`config.mk`:
```
export PLATFORM = sky130hd
export DESIGN_NAME = lsu_stage
export DESIGN_NICKNAME = d
export VERILOG_FILES = /design/src/rtl/lsu_stage_pkg.sv /design/src/rtl/load_align.sv /design/src/rtl/lsu_stage.sv
export SDC_FILE = /design/constraint.sdc
export NUM_CORES = 1
export LEC_CHECK = 0
export BUFFER_PORTS_ARGS = -buffer_cell sky130_fd_sc_hd__buf_2
export CAP_MARGIN = 15
export CORE_ASPECT_RATIO = 0.5
export CORE_MARGIN = 2
export CORE_UTILIZATION = 40
export CTS_BUF_LIST = sky130_fd_sc_hd__clkbuf_4
export DETAILED_ROUTE_END_ITERATION = 12
export GPL_TIMING_DRIVEN = 1
export PLACE_DENSITY = 0.7
export SLEW_MARGIN = 20
export SYNTH_ARGS = -nofsm -noshare
export SYNTH_HDL_FRONTEND = slang
export SYNTH_SLANG_ARGS = --single-unit
```
`constraint.sdc`:
```
create_clock -name clk -period 3.3 [get_ports clk]
set_clock_uncertainty 0.2 [all_clocks]
set_input_delay 0.165 -clock clk [delete_from_list [all_inputs] [get_ports clk]]
set_output_delay 0.165 -clock clk [all_outputs]
set_load 0.01 [all_outputs]
```
`src/rtl/lsu_stage_pkg.sv`:
```
// rtl/lsu_stage_pkg.sv - shared encodings, FSM state and byte-lane helpers for the load/store stage
package lsu_stage_pkg;

  typedef enum logic [1:0] {
    ST_IDLE,
    ST_MEM,
    ST_RESP
  } state_t;

  typedef logic [3:0] be_t;

  localparam logic [2:0] F3_B  = 3'd0;
  localparam logic [2:0] F3_H  = 3'd1;
  localparam logic [2:0] F3_W  = 3'd2;
  localparam logic [2:0] F3_BU = 3'd4;
  localparam logic [2:0] F3_HU = 3'd5;

  // funct3[1:0] carries the access size for both loads and stores
  function automatic be_t byte_enable(input logic [2:0] f3, input logic [1:0] off);
    case (f3[1:0])
      2'd0:    return be_t'(4'b0001 << off);
      2'd1:    return be_t'(4'b0011 << off);
      default: return 4'b1111;
    endcase
  endfunction

  function automatic logic [31:0] store_lanes(input logic [2:0] f3, input logic [31:0] data);
    case (f3[1:0])
      2'd0:    return {4{data[7:0]}};
      2'd1:    return {2{data[15:0]}};
      default: return data;
    endcase
  endfunction

endpackage

```
`src/rtl/load_align.sv`:
```
// rtl/load_align.sv - picks the addressed lane of a read word and sign/zero-extends it
module load_align
  import lsu_stage_pkg::*;
(
  input  logic [31:0] rdata,
  input  logic [1:0]  off,
  input  logic [2:0]  funct3,
  output logic [31:0] data
);

  logic [31:0] shifted;

  assign shifted = rdata >> {off, 3'b000};

  always_comb begin
    data = rdata;
    case (funct3)
      F3_B:    data = {{24{shifted[7]}}, shifted[7:0]};
      F3_H:    data = {{16{shifted[15]}}, shifted[15:0]};
      F3_BU:   data = {24'd0, shifted[7:0]};
      F3_HU:   data = {16'd0, shifted[15:0]};
      default: data = rdata;
    endcase
  end

endmodule

```
`src/rtl/lsu_stage.sv`:
```
// rtl/lsu_stage.sv - single-outstanding load/store stage with ack timeout and writeback pulse
module lsu_stage
  import lsu_stage_pkg::*;
#(
  parameter int TIMEOUT = 255
) (
  input  logic        clk,
  input  logic        rst,
  input  logic        valid_in,
  output logic        ready_in,
  input  logic        mem_read,
  input  logic        mem_write,
  input  logic [2:0]  funct3,
  input  logic [31:0] alu_result,
  input  logic [31:0] store_data,
  input  logic [4:0]  rd,
  output logic        dmem_req,
  output logic        dmem_we,
  output logic [31:0] dmem_addr,
  output logic [3:0]  dmem_be,
  output logic [31:0] dmem_wdata,
  input  logic [31:0] dmem_rdata,
  input  logic        dmem_ack,
  output logic        wb_valid,
  output logic [4:0]  wb_rd,
  output logic [31:0] wb_data,
  output logic        err
);

  localparam int CW = $clog2(TIMEOUT + 1);
  localparam logic [CW-1:0] CNT_LAST = CW'(TIMEOUT - 1);

  state_t        state, state_next;
  logic [CW-1:0] wait_cnt;
  logic [2:0]    ld_funct3;
  logic [1:0]    ld_off;
  logic [31:0]   load_data;
  logic          accept, is_mem, f3_legal, misaligned, op_err, cnt_last;

  assign ready_in = (state == ST_IDLE);
  assign dmem_req = (state == ST_MEM);
  assign accept   = valid_in && ready_in;
  assign is_mem   = mem_read || mem_write;
  assign cnt_last = (wait_cnt == CNT_LAST);

  always_comb begin
    f3_legal = 1'b0;
    if (mem_write) f3_legal = (funct3 <= F3_W);
    else           f3_legal = funct3 inside {F3_B, F3_H, F3_W, F3_BU, F3_HU};
  end

  assign misaligned = (funct3[1:0] == 2'b01 && alu_result[0]) ||
                      (funct3[1:0] == 2'b10 && alu_result[1:0] != 2'b00);
  assign op_err     = is_mem && ((mem_read && mem_write) || !f3_legal || misaligned);

  load_align u_load_align (
    .rdata  (dmem_rdata),
    .off    (ld_off),
    .funct3 (ld_funct3),
    .data   (load_data)
  );

  // An ack on the final allowed wait cycle still completes the access
  always_comb begin
    state_next = state;
    case (state)
      ST_IDLE: if (accept) state_next = (is_mem && !op_err) ? ST_MEM : ST_RESP;
      ST_MEM:  if (dmem_ack || cnt_last) state_next = ST_RESP;
      ST_RESP: state_next = ST_IDLE;
      default: state_next = ST_IDLE;
    endcase
  end

  always_ff @(posedge clk) begin
    if (rst) begin
      state      <= ST_IDLE;
      wait_cnt   <= '0;
      dmem_we    <= 1'b0;
      dmem_addr  <= '0;
      dmem_be    <= '0;
      dmem_wdata <= '0;
      ld_funct3  <= '0;
      ld_off     <= '0;
      wb_valid   <= 1'b0;
      wb_rd      <= '0;
      wb_data    <= '0;
      err        <= 1'b0;
    end else begin
      state    <= state_next;
      wb_valid <= (state_next == ST_RESP);
      err      <= 1'b0;
      case (state)
        ST_IDLE: begin
          if (accept) begin
            wb_rd    <= rd;
            wait_cnt <= '0;
            if (is_mem && !op_err) begin
              dmem_addr  <= {alu_result[31:2], 2'b00};
              dmem_we    <= mem_write;
              dmem_be    <= byte_enable(funct3, alu_result[1:0]);
              dmem_wdata <= store_lanes(funct3, store_data);
              ld_funct3  <= funct3;
              ld_off     <= alu_result[1:0];
            end else begin
              wb_data <= op_err ? '0 : alu_result;
              err     <= op_err;
            end
          end
        end
        ST_MEM: begin
          if (dmem_ack) begin
            wb_data <= dmem_we ? '0 : load_data;
          end else begin
            wait_cnt <= wait_cnt + CW'(1);
            if (cnt_last) begin
              wb_data <= '0;
              err     <= 1'b1;
            end
          end
        end
        default: ;
      endcase
    end
  end

endmodule
```
==> results of run 1 <==
-- synthesized netlist by cell type (2+ instances only) --
cell,number
o21ai_0,11
inv_1,27
o21a_1,2
nand3_1,4
xor2_1,6
buf_6,7
a221o_1,9
nor2_1,73
a211oi_1,19
a211oi_2,5
o2bb2ai_1,7
ha_1,2
a311oi_2,9
nand2_1,134
buf_4,9
a21oi_1,103
dfxtp_1,121
o211ai_1,8
nor3b_1,4
buf_2,11
o221ai_1,7
nand3b_1,2
nand2b_1,3
mux2i_1,32
nand4_1,3
nor3_1,29
a221oi_1,6
buf_1,3
a221oi_2,11
clkbuf_1,35
-- report_power, final --
group | internal [mW] | switching (mW) | leakage (nW)
logic | 0.354 | 0.442 | 2.49
registers | 1.55 | 0.0558 | 0.986
clock network | 0.450 | 0.604 | 0.142
-- per-layer routing --
| layer | vias to the layer above | routed length [um] | part of all wire [%] | global-route usage, % |
|---|---|---|---|---|
| li1 | 3131 | - | - | - |
| met1 | 2984 | 8700 | 45 | 30.3 |
| met2 | 215 | 9440 | 48 | 41.0 |
| met3 | 27 | 1110 | 5.7 | 5.08 |
| met4 | 0 | 296 | 1.5 | 8.13 |
| met5 | - | 0 | 0 | 0 |
-- final cells by class --
type	count	area [sq um]	share of cell area [%]
flip-flops and latches	121	2420	28.6
clock buffers	17	128	1.51
repair buffers	347	2360	27.9
multi-input cells	508	3050	36.0
clock inverters	14	149	1.76
inverters	28	105	1.24
diodes	1	2.50	0.0296
well taps	198	248	2.93
-- worst max-delay path, cell delays in order (launching register included) --
cell and delay [ns]:
dfxtp_1 0.84, nor2b_1 0.56, o2bb2ai_1 0.17, nand2_1 0.07, a221o_1 0.33, dlygate4sd3_1 0.56, a211oi_1 0.22
-- per-stage QoR --
step	power [mW]	utilization [%]
2_1_floorplan	2.07	-
3_3_place_gp	2.31	48.8
3_5_place_dp	2.33	48.8
4_1_cts	3.48	58.7
5_1_grt	3.64	58.7
6_report	3.46	58.7
-- worst paths after layout --
path | to | slack, ns
worst min-delay path | wb_data[16] | 0.03
worst min register to register | dmem_wdata[7] | 0.26
worst max-delay path | wb_data[11] | 0.28
worst max register to register | wb_data[11] | 0.28
-- cell families after synthesis --
logic type                 Yosys count  synth area share [%]
and+or+nand+nor                    258                  18.2
AOI/OAI and AO/OA                  205                  25.6
DFF                                121                  41.1
buffers and inverters               93                  7.63
muxes                               34                  5.89
xor gates and xnor gates             7                  1.04
adders and majority gates            2                 0.425
other                                1                0.0637
-- registers in the layout (all words and copies together), names as in the netlist, 2 cells and up --
name	flops
dmem_wdata	32
wb_data	32
dmem_addr	30
wait_cnt	8
wb_rd	5
dmem_be	4
ld_funct3	3
ld_off	2
state	2
-- repair_timing --
| item | 4_1_cts | 5_1_grt |
|---|---|---|
| buffers inserted | 0 | 0 |
| hold buffers | 114 | 0 |
| hold endpoints to repair | 116 | 0 |
==> reports/results.ini, run 1 <==
[drt]
antenna_left=0
wl_per_cell_um=15.8
finalWirelength_mm=19.5
drc=0
vias=6357
drtPass1Iterations=5
via_per_inst=5.15
drtIter0Drc=439

[logic_synthesis]
syn_area_sq_um=5890
syn_inst=721
synthTopCellsByArea=dfxtp_1, a21oi_1, nand2_1, mux2i_1, nor2_1
synth_top_area_share_pct=41.1
avgSynthCellArea_sq_um=8.17
ys.flop_type=dfxtp_1
ys_seq_elements=121
yosys.cell_types.count=49
synth_top_area_cell=dfxtp_1
synth_edf_count=0
async_reset_ff_share_pct=0
ys_seq_area_share_pct=41.1
yosysWarningCount=0

[hold_path]
min_path_cells=5
hp-class=input port to flip-flop
hp-start=dmem_rdata[16]

[floorplanning]
core-area_sq_um=14400
die_area_sq_um=15800
rows=31
die_w_um=176
die_h_um=89.8
start_util_pct=40.8
num_io_pins=220

[place]
dp_cells=1088
dpl.hpwl_mm=12.9
port-buffer-count=217
post-place-ws_ns=0.676
placedInstanceArea_sq_um=7050
place.gp.congestion=0.855

[clock_network]
cts_tree=done
ctsLongestPathBuffers=2
post_cts_resized=0
numCtsBuffers=17
clkTransAtPathRegs_ns=0.13
cts.htree.levels=4
clk_latency_ns=0.50
clockRootBuffer=clkbuf_4
cts.sinks=121

[worst_setup_path]
worstSetupPathType=flip-flop to flip-flop
path_max_fanout=24
reg2regPathDepth=6
cp-startpoint=ld_off[1]
end_kind=flip-flop
worstPathRequired_ns=3.53
rr_startpoint=ld_off[1]
crit_arrival_ns=3.25
start_kind=flip-flop

[sta]
hold_viol=0
worstMarginPinSlew_ns=0.806
slew_viol_final=0
min_period_over_period_pct=91.5
postLayoutSetupSlackWorst_ns=0.280
setup_viol=0
tns_ns=0
relSlewSlack_pct=46.3
hold-worst-slack_ns=0.0254
rsz0062_at_grt=false
fin_crit_ns=3.02
fmax_mhz=331

[final_layout]
final_nets=1135
final_cell_mix=buf_2, nand2_1, dfxtp_1, dlygate4sd3_1, a21oi_1
layout_commonest_cell=buf_2
instances_no_fill=1234
syn2layout_area_growth_pct=43.8
fillCellCount=1328
post-route-cell-area_sq_um=8470
drive_gt1_share_pct=28.7

[pwr]
power.density_nw_per_um2=409
leakagePower_nw=3.62
ir_drop_uv=209

[global_routing]
antenna_found_initial=1
grt_pass1_wl_mm=30.8
grtUsageTotal_pct=24.1
grt_max_degree=67
globalRouteOverflowTotal=0
grt_pass1_vias=6091

[flow_run]
max-cap-violations=0

[outcome]
status=complete, no violations

(Power assumes the default switching activity.)
==> inputs of run 2 (changes only) <==
CORE_UTILIZATION = 25   (was 40)
PLACE_DENSITY = 0.49   (was 0.7)
==> run 2 against run 1 <==
Compared with the run above:
- via count increased by 2.4%
- utilization decreased by 20 points
- power increased by 3.8%
- fmax decreased by 0.63%
- non-clock buffer count increased by 37
- die area increased by 58%
- clock power increased by 9.5%
- register-to-register slack improved by 0.22 ns
- final cell count increased by 12%
- sequential share of layout area decreased by 1.6 points
- largest cell class unchanged
- highest routed layer unchanged
==> reports/results.ini, run 2 (synthesis results as in run 1) <==
[drt]
wl_met3_um=873  ; -21%
wl_per_cell_um=16.0  ; +1.3%
finalWirelength_mm=22.2  ; +13%
wl_met2_mm=10.8  ; +14%
antenna_left=0  ; unchanged
via_per_inst=4.71  ; -8.5%
drtIter0Drc=330  ; -25%
vias=6512  ; +2.4%
drtPass1Iterations=9  ; +4
drc=0  ; unchanged
wirelength_met1_mm=9.87  ; +13%
top_layer=met4

[global_routing]
grt_pass1_vias=6475  ; +6.3%
antenna_found_initial=2  ; +1
grtUsageTotal_pct=17.7  ; -6.3 points
grt_max_degree=62  ; -7.5%
grt_pass1_wl_mm=35.2  ; +14%
globalRouteOverflowTotal=0  ; unchanged

[final_layout]
syn2layout_area_growth_pct=52.6
layout_commonest_cell=buf_2
top_regs=dmem_wdata: 32 flops, wb_data: 32 flops, dmem_addr: 30 flops
final_cell_mix=buf_2, dlygate4sd3_1, nand2_1, dfxtp_1, a21oi_1
drive_gt1_share_pct=28.1  ; -0.64 points
fillCellCount=2346  ; +77%
final_nets=1172  ; +3.3%

[worst_setup_path]
crit_arrival_ns=3.34  ; +0.09 ns
path_max_fanout=31  ; +29%
end_kind=flip-flop
ff2ff_setup_slack_ns=0.50  ; +0.22 ns
worstPathRequired_ns=3.60  ; +0.07 ns
worstSetupPathType=input port to flip-flop
start_kind=input port

[sta]
relSlewSlack_pct=43.1  ; -3.2 points
worstMarginPinSlew_ns=0.853  ; +0.0474 ns
rsz0062_at_grt=false
setup_viol=0  ; unchanged
hold_viol=0  ; unchanged
min_period_over_period_pct=92.1  ; +0.58 points
tns_ns=0  ; unchanged
hold-worst-slack_ns=0.0329  ; +0.00754 ns
slew_viol_final=0  ; unchanged
fmax_mhz=329  ; -0.63%
fin_crit_ns=3.04  ; +0.0192 ns

[pwr]
ir_drop_uv=166  ; -21%
leakagePower_nw=3.84  ; +6.0%
power.density_nw_per_um2=400  ; -2.1%

[clock_network]
post_cts_buffers=0  ; unchanged
cts_tree=done
clkTransAtPathRegs_ns=0.12  ; about the same
numCtsBuffers=17  ; unchanged
clk_latency_ns=0.55  ; +0.05 ns
cts.htree.levels=4  ; unchanged
ctsLongestPathBuffers=2  ; unchanged
clockRootBuffer=clkbuf_4
cts.sinks=121  ; unchanged

[floorplanning]
start_util_pct=25.6  ; -15 points
core-area_sq_um=23000  ; +59%
die_w_um=221  ; +26%
num_io_pins=220  ; unchanged
rows=39  ; +26%
die_area_sq_um=24900  ; +58%
die_h_um=113  ; +25%

[place]
port-buffer-count=217  ; unchanged
dpl.hpwl_mm=15.4  ; +19%
place.gp.congestion=0.788  ; -7.8%

[hold_path]
hp-class=input port to flip-flop

[flow_run]
max-cap-violations=0  ; unchanged

[outcome]
status=complete, no violations

-- run 2: final cells by class --
cell class | instances | area, sq um | area share, %
multi-input cells | 508 | 3050 | 34.0
repair buffers | 384 | 2730 | 30.3
flip-flops and latches | 121 | 2420 | 27.0
well taps | 307 | 384 | 4.28
clock buffers | 22 | 165 | 1.84
clock inverters | 10 | 126 | 1.41
inverters | 28 | 105 | 1.17
diodes | 2 | 5.00 | 0.0557
-- run 2: worst paths after layout --
path                            cells after the start              to          start
worst max register to register                      7  dmem_wdata[18]       state[1]
worst min register to register                      2   dmem_addr[18]  dmem_addr[18]
worst max-delay path                                9  dmem_wdata[18]  alu_result[1]
worst min-delay path                                5      wb_data[7]  dmem_rdata[7]
-- run 2: critical path, cell delays in order --
cell and delay, ns:
dlygate4sd3_1 0.54, buf_2 0.18, or4_1 0.55, a21oi_1 0.24, and2_4 0.43, buf_4 0.37, nor2_1 0.09, a211oi_2 0.18
dlygate4sd3_1 0.56
-- run 2: routing by layer --
metal / GRT usage, % / vias to the layer above
met2: 29.7 / 168
met4: 7.34 / 0
met5: 0 / -
li1: - / 3215
met3: 3.80 / 45
met1: 22.2 / 3084
-- run 2: repair_timing --
item                      4_1_cts  5_1_grt
gates resized for setup         0        0
hold endpoints to repair      116        0
hold buffers                  148        0
-- run 2: report_power, final --
group          switching [mW]  internal [mW]  leakage [nW]  total, mW
clock                   0.588          0.559         0.167       1.15
sequential             0.0531           1.55         0.986       1.61
combinational           0.465          0.373          2.69      0.838
total                    1.11           2.49          3.84       3.59
-- run 2: stage by stage --
stage	util [%]	total power [mW]	area [sq um]	cells	setup slack, ns
6_report	39.1	3.59	8980	1382	0.261
4_1_cts	39.1	3.63	8980	1380	0.312
5_1_grt	39.1	3.79	8980	1382	0.185
2_1_floorplan	-	2.07	5890	722	1.16
3_3_place_gp	31.4	2.35	7210	1200	0.858
3_5_place_dp	31.4	2.36	7210	1200	0.750
==> inputs of run 3 (changes only) <==
CORE_UTILIZATION = 54   (was 25)
GPL_TIMING_DRIVEN = 0   (was 1)
PLACE_DENSITY = 0.9   (was 0.49)
==> run 3 against run 2 <==
Compared with the run above:
- via count rose by 16%
- final cell count fell by 11%
- largest power group unchanged
- routed wire length grew 11%
- register-to-register slack worse by 0.30 ns
- die area shrank 53%
- fmax down 1.9%
- final area shrank 4.4%
- utilization grew 43 points
- hold slack lost 0.019 ns
==> reports/results.ini, run 3 (synthesis results as in run 1) <==
[clock_network]
cts.htree.levels=4  ; unchanged
cts.sinks=121  ; unchanged
ctsLongestPathBuffers=2  ; unchanged
numCtsBuffers=17  ; unchanged
clkTransAtPathRegs_ns=0.11  ; about the same
post_cts_resized=0  ; unchanged
cts_tree=done
clockRootBuffer=clkbuf_4
clk_latency_ns=0.53  ; -0.02 ns

[pwr]
ir_drop_uv=238  ; +44%
power.density_nw_per_um2=421  ; +5.3%
leakagePower_nw=3.75  ; -2.4%

[drt]
vias=7561  ; +16%
finalWirelength_mm=24.7  ; +11%
drc=0  ; unchanged
via_per_inst=6.17  ; +31%
antenna_left=0  ; unchanged
drtPass1Iterations=7  ; -2
wl_per_cell_um=20.1  ; +25%
top_layer=met4
wl_met3_mm=2.91  ; +230%
wl_met2_mm=11.0  ; +2.0%
drtIter0Drc=912  ; +180%
wirelength_met1_mm=9.00  ; -8.9%

[sta]
fmax_mhz=323  ; -1.9%
relSlewSlack_pct=42.0  ; -1.1 points
tns_ns=0  ; unchanged
hold_viol=0  ; unchanged
min_period_over_period_pct=93.9  ; +1.8 points
hold-worst-slack_ns=0.0134  ; -0.0195 ns
worstMarginPinSlew_ns=0.870  ; +0.0171 ns
slew_viol_final=0  ; unchanged
rsz0062_at_grt=false
setup_viol=0  ; unchanged
fin_crit_ns=3.10  ; +0.0581 ns

[final_layout]
instances_no_fill=1226  ; -11%
layout_commonest_cell=buf_2
top_regs=dmem_wdata: 32 flops, wb_data: 32 flops, dmem_addr: 30 flops
multi_input_area_sq_um=3030  ; -0.86%
drive_gt1_share_pct=27.7  ; -0.33 points
fillCellCount=631  ; -73%
final_nets=1183  ; +0.94%
seq_area_sq_um=2420  ; unchanged
final_cell_mix=buf_2, nand2_1, dfxtp_1, dlygate4sd3_1, a21oi_1
syn2layout_area_growth_pct=45.9
post-route-cell-area_sq_um=8590  ; -4.4%

[place]
dpl.hpwl_mm=14.4  ; -6.5%
placedInstanceArea_sq_um=7140  ; -0.95%
dp_cells=1076  ; -10%
port-buffer-count=214  ; -1.4%
place.gp.congestion=0.929  ; +18%

[worst_setup_path]
path_max_fanout=10  ; -68%
path_cells=buf_2 -> buf_1 -> nor2_1 -> nor2_1 -> o221ai_1 -> dlygate4sd3_1 -> a211oi_1
slowest_stage=dlygate4sd3_1
cpPeakStageDelay_ns=0.61  ; +0.05 ns
crit_path_frequent_cell=nor2_1
end_kind=flip-flop
crit_arrival_ns=3.33  ; about the same
reg2regPathDepth=7  ; unchanged
worstPathRequired_ns=3.53  ; -0.07 ns
ff2ff_setup_slack_ns=0.20  ; -0.30 ns
start_kind=flip-flop
worstSetupPathType=flip-flop to flip-flop
rr_startpoint=ld_off[1]
r2r-end=wb_data[3]

[hold_path]
min_to=dmem_wdata[24]
hp-class=input port to flip-flop
hp-start=funct3[1]
min_path_cells=4  ; -1

[floorplanning]
num_io_pins=220  ; unchanged
die_area_sq_um=11800  ; -53%
start_util_pct=56.6  ; +31 points
die_w_um=152  ; -31%
die_h_um=77.8  ; -31%
core-area_sq_um=10400  ; -55%
rows=26  ; -33%

[global_routing]
globalRouteOverflowTotal=0  ; unchanged
grtUsageTotal_pct=41.2  ; +23 points
grt_pass1_vias=7299  ; +13%
antenna_found_initial=2  ; unchanged
grt_pass1_wl_mm=37.6  ; +6.8%
grt_max_degree=17  ; -73%

[flow_run]
max-cap-violations=0  ; unchanged

[outcome]
status=complete, no violations

-- run 3: worst max path at each step --
stage,start,to,slack [ns]
after floorplan,ld_off[0],wb_data[30],1.16
after global placement,ld_funct3[0],wb_data[30],0.85
after detailed placement,ld_funct3[0],wb_data[30],0.77
after CTS,state[1],wb_data[3],0.39
after global routing,ld_off[1],wb_data[3],0.23
final,ld_off[1],wb_data[3],0.20
-- run 3: cell type report --
type / count / area share (%)
multi-input combinational: 508 / 35.2
sequential: 121 / 28.2
timing repair buffer: 330 / 26.0
buffer: 65 / 4.01
tap: 140 / 2.04
clock buffer: 19 / 1.66
clock inverter: 11 / 1.53
inverter: 28 / 1.22
antenna: 4 / 0.117
-- run 3: stage by stage --
step / power [mW] / worst slack (ns) / utilization (%)
finish: 3.61 / 0.203 / 82.5
global route: 3.71 / 0.227 / 82.5
CTS: 3.52 / 0.392 / 82.4
detailed placement: 2.36 / 0.774 / 68.6
global placement: 2.33 / 0.845 / 68.6
floorplan: 2.07 / 1.16 / -
-- run 3: per-layer routing --
| layer | vias up | global-route usage [%] |
|---|---|---|
| met1 | 3427 | 47.9 |
| li1 | 3241 | - |
| met5 | - | 0 |
| met2 | 693 | 66.8 |
| met4 | 0 | 27.0 |
| met3 | 200 | 11.2 |
-- run 3: power breakdown --
group	internal, mW	switching [mW]	leakage [nW]
combinational	0.376	0.517	2.62
clock	0.522	0.590	0.147
sequential	1.55	0.0553	0.986
total	2.45	1.16	3.75
-- run 3: repair_timing --
| action | 4_1_cts | 5_1_grt |
|---|---|---|
| hold buffers | 116 | 0 |
| buffers inserted | 0 | 0 |
| endpoints found under the hold margin | 114 | 0 |
-- run 3: critical path, delay by kind of cell (launching register included) --
family          cells  cell delay (ns)
simple gates        2             0.60
buf+inv             3             1.33
flops               1             0.44
compound gates      2             0.43
